===== src/rtl/conway_controller.sv =====
// conway_controller: sequences load, free-run, single-step and halt for the Game of Life cell array
module conway_controller #(
  parameter int TICK_DIV  = 1000000,
  parameter int GEN_WIDTH = 16
) (
  input  logic                 clk,
  input  logic                 rst,
  input  logic                 load_req,
  input  logic                 run,
  input  logic                 step_req,
  input  logic [GEN_WIDTH-1:0] max_gen,
  input  logic                 board_changed,
  output logic                 cells_rst,
  output logic                 cells_ena,
  output logic [GEN_WIDTH-1:0] generation,
  output logic                 running,
  output logic                 done,
  output logic                 stable
);
  localparam int TW = TICK_DIV > 1 ? $clog2(TICK_DIV) : 1;
  localparam logic [TW-1:0] TICK_LAST = TW'(TICK_DIV - 1);
  typedef enum logic [2:0] {LOAD, PAUSE, RUN, FIRE, DONE} state_t;
  state_t state, state_n;
  logic [TW-1:0] tick, tick_n;
  logic [GEN_WIDTH-1:0] gen_n, gen_inc;
  logic stable_n;
  always_ff @(posedge clk) begin
    if (rst) begin
      state      <= LOAD;
      tick       <= '0;
      generation <= '0;
      stable     <= 1'b0;
    end else begin
      state      <= state_n;
      tick       <= tick_n;
      generation <= gen_n;
      stable     <= stable_n;
    end
  end
  always_comb begin
    state_n  = state;
    tick_n   = tick;
    gen_n    = generation;
    stable_n = stable;
    gen_inc  = generation + 1'b1;
    if (load_req) begin
      state_n  = LOAD;
      tick_n   = '0;
      gen_n    = '0;
      stable_n = 1'b0;
    end else begin
      case (state)
        LOAD:  state_n = PAUSE;
        PAUSE: begin
          tick_n  = '0;
          state_n = run ? RUN : step_req ? FIRE : PAUSE;
        end
        RUN: begin
          state_n = !run ? PAUSE : tick == TICK_LAST ? FIRE : RUN;
          tick_n  = (!run || tick == TICK_LAST) ? '0 : tick + 1'b1;
        end
        FIRE: begin
          tick_n = '0;
          // a quiet board means the update was a no-op, so the generation is not counted
          if (!board_changed) begin
            stable_n = 1'b1;
            state_n  = DONE;
          end else begin
            gen_n   = gen_inc;
            state_n = ((max_gen != '0 && gen_inc == max_gen) || &gen_inc) ? DONE :
                      run ? RUN : PAUSE;
          end
        end
        DONE:    state_n = DONE;
        default: state_n = LOAD;
      endcase
    end
  end
  assign cells_rst = state == LOAD;
  assign cells_ena = state == FIRE;
  assign running   = state == RUN || state == FIRE;
  assign done      = state == DONE;
endmodule


===== config.mk =====
export PLATFORM = sky130hd
export DESIGN_NAME = conway_controller
export DESIGN_NICKNAME = d
export VERILOG_FILES = /design/src/rtl/conway_controller.sv
export SDC_FILE = /design/constraint.sdc
export NUM_CORES = 1
export LEC_CHECK = 0
export CAP_MARGIN = 30
export CORE_MARGIN = 1.5
export CORE_UTILIZATION = 40
export CTS_CLUSTER_SIZE = 16
export DETAILED_ROUTE_END_ITERATION = 7
export MAX_ROUTING_LAYER = met4
export PLACE_DENSITY = 0.69
export SLEW_MARGIN = 20
export SYNTH_ARGS = -nofsm -noshare
export SYNTH_HDL_FRONTEND = slang
export SYNTH_SLANG_ARGS = --single-unit

===== constraint.sdc =====
create_clock -name clk -period 3.7 [get_ports clk]
set_input_delay 0.37 -clock clk [delete_from_list [all_inputs] [get_ports clk]]
set_output_delay 0.37 -clock clk [all_outputs]
set_load 0.01 [all_outputs]

==> impl_metrics.yaml <==
run_status:
  outcome: "completed"
die:
  dieArea_sq_um: 7620
  die_w_um: 87.3
  die_height_um: 87.3
  core_region_area_sq_um: 6830
  ios: 43
  start_util_pct: 41.6
  num_rows: 30
clock_tree:
  cts_resized: 0
  path_clk_slew_ns: 0.09
  worstSkewPairLatency_ns: 0.30
  cts_hold_buf: 0
  cts_tree: "done"
  cts_buffers: 5
  clk_path_buf_depth: 2
  cts_setup_buffers: 0
  cts_sinks: 40
  cts_root_buf: "clkbuf_8"
  htree_levels: 2
critical_path:
  endpoint_kind: "flip-flop"
  reg2reg_slack_ns: 0.98
  critPathKind: "flip-flop to flip-flop"
  start_kind: "flip-flop"
  cp.arrival_ns: 2.96
  worstPathRequired_ns: 3.94
  cp_max_fo: 13
cells_and_area:
  finalNetCount: 396
  fillCellCount: 697
  seqCellArea_sq_um: 801
  drive_above_1_share_pct: 5.65
  n_antenna_cell: 0
  syn_to_final_growth_pct: 16.2
  multiInputGateArea_sq_um: 1810
route:
  drtPass1Iterations: 4
  vias_per_cell: 5.49
  ant_nets: 0
  finalWirelength_um: 6510
  vias: 2571
  first_iter_violations: 105
  avgRoutedWirePerCell_um: 13.9
  drc: 0
global_routing:
  grt_max_degree: 28
  grt_pass1_wl_um: 11100
  grt.overflow.total: 0
  grt_antenna_before_repair: 0
  grt_usage_pct: 18.8
  first_global_vias: 2337
synth:
  synth_seq_area_share_pct: 28.2
  netlist_instances: 348
  synth-edff-count: 0
  async_flop_share_pct: 0
  ys_seq_elements: 40
  synth_cell_types: 67
  yosysWarnings: 0
  yosysTopAreaCell: "dfxtp_1"
  synth_area_sq_um: 2840
  synth_top_area_share_pct: 28.2
  postSynthNetCount: 373
  synth.avg_cell_area_sq_um: 8.17
  ys.flop_type: "dfxtp_1"
  synthTopCellsByArea: "dfxtp_1 28%, xnor2_1 7.7%, xor2_1 6.8%"
place:
  pre_cts_slack_ns: 1.04
  port-buffer-count: 42
  gp_congestion: 0.875
  dp_hpwl_um: 4860
sta:
  clock_skew_ns: 0.0127
  fmax_mhz: 368
  post-route-period-util_pct: 73.4
  setup_tns_ns: 0
  slew_headroom_pct: 53.4
  setup_slack_ns: 0.985
  setup_violations: 0
  hold_viol_final: 0
  min_period_ns: 2.72
  final_max_slew_viol_count: 0
  worstMarginPinSlew_ns: 0.696
  rsz0062_at_grt: "no"
pwr:
  finalPower_mw: 0.891
  leakage_nw: 1.07
  max-vdd-ir-drop_mv: 0.134
  p_per_area_nw_per_um2: 270
flow_run:
  maxCapViolCount: 0
min_path:
  hold_class: "flip-flop to flip-flop"
==> critical path: stages, from the launching register on <==
cell and delay, ns:
dfxtp_1 0.60, ha_1 0.41, nand3_2 0.28, or3_1 0.43, a2111oi_0 0.43, nand4b_1 0.19, a31oi_1 0.19, o21ba_1 0.13
==> per-layer routing <==
layer / share of wire, % / global-route usage, %
met1: 47 / 23.6
met2: 46 / 30.1
met3: 4.3 / 2.94
met4: 2.8 / 7.36
met5: 0 / -
==> flip-flops by register name, summed over array words and instances, names as in the netlist <==
| register | flops |
|---|---|
| generation | 16 |
| tick | 20 |
| state | 3 |
| stable | 1 |
==> area by class of cell <==
class	count	area share, %
multi-input cells	275	54.9
repair buffers	42	12.7
clock inverters	2	1.17
clock buffers	6	2.50
inverters	7	0.796
flip-flops and latches	40	24.3
well taps	96	3.64
==> where the power goes <==
group          total [mW]  internal, mW  switching (mW)
Clock               0.380         0.221           0.159
Sequential          0.435         0.431         0.00322
Combinational      0.0764        0.0407          0.0357
Total               0.891         0.693           0.198
==> kinds of logic after synthesis <==
group	after synthesis	synth area share, %
AO/OA/AOI/OAI	59	14.1
XOR/XNOR	50	16.9
adder cells (fa/ha/maj)	3	1.32
buffers and inverters	33	8.05
flip-flops	40	28.2
multiplexers	1	0.352
AND/OR/NAND/NOR	162	31.1
==> synthesized netlist by cell type (2+ instances only) <==
| master | number |
|---|---|
| a211oi_1 | 3 |
| nand3_1 | 18 |
| a21o_1 | 2 |
| xor2_1 | 22 |
| o21ai_0 | 11 |
| or3_1 | 5 |
| nand3b_1 | 2 |
| o22ai_1 | 3 |
| a21oi_1 | 14 |
| nor3b_1 | 3 |
| a31oi_1 | 5 |
| o2111ai_1 | 2 |
| and4_1 | 3 |
| nand4_1 | 12 |
| nand2_1 | 19 |
| a211o_1 | 2 |
| dfxtp_1 | 40 |
| o211a_1 | 2 |
| and3_1 | 7 |
| nor4_1 | 7 |
| nor3_1 | 15 |
| ha_1 | 3 |
| buf_6 | 12 |
| xnor3_1 | 2 |
| buf_4 | 3 |
| nor2_1 | 50 |
| clkbuf_1 | 7 |
| nor4b_1 | 3 |
| a41oi_1 | 2 |
| inv_1 | 6 |
| xnor2_1 | 25 |
| buf_2 | 3 |
==> cells in the final DEF (no fill, tap or decap), drive strengths merged, types with 3 or more instances in the layout <==
cell	count
a211oi	3
a21oi	14
a31oi	5
and3	8
and4	5
clkbuf	6
clkdlybuf4s50	42
dfxtp	40
ha	3
inv	7
nand2	19
nand3	19
nand4	14
nor2	50
nor3	15
nor3b	3
nor4	8
nor4b	3
o21ai	12
o22ai	3
or3	5
xnor2	25
xor2	22
==> path summary, 6_finish.rpt <==
kind / from / end / cells after the start
worst min register to register: tick[18] / tick[18] / 1
worst min-delay path: tick[18] / tick[18] / 1
worst max-delay path: generation[0] / state[2] / 7
worst max register to register: generation[0] / state[2] / 7
==> metrics by stage <==
step / cell area, sq um / utilization, % / std cells / hold WS (ns)
2_1_floorplan: 2840 / - / 348 / 0.438
3_3_place_gp: 3180 / 46.6 / 460 / 0.455
3_5_place_dp: 3180 / 46.6 / 460 / 0.477
4_1_cts: 3300 / 48.3 / 468 / 0.493
5_1_grt: 3300 / 48.3 / 468 / 0.521
6_report: 3300 / 48.3 / 468 / 0.495
(Power assumes the default switching activity.)
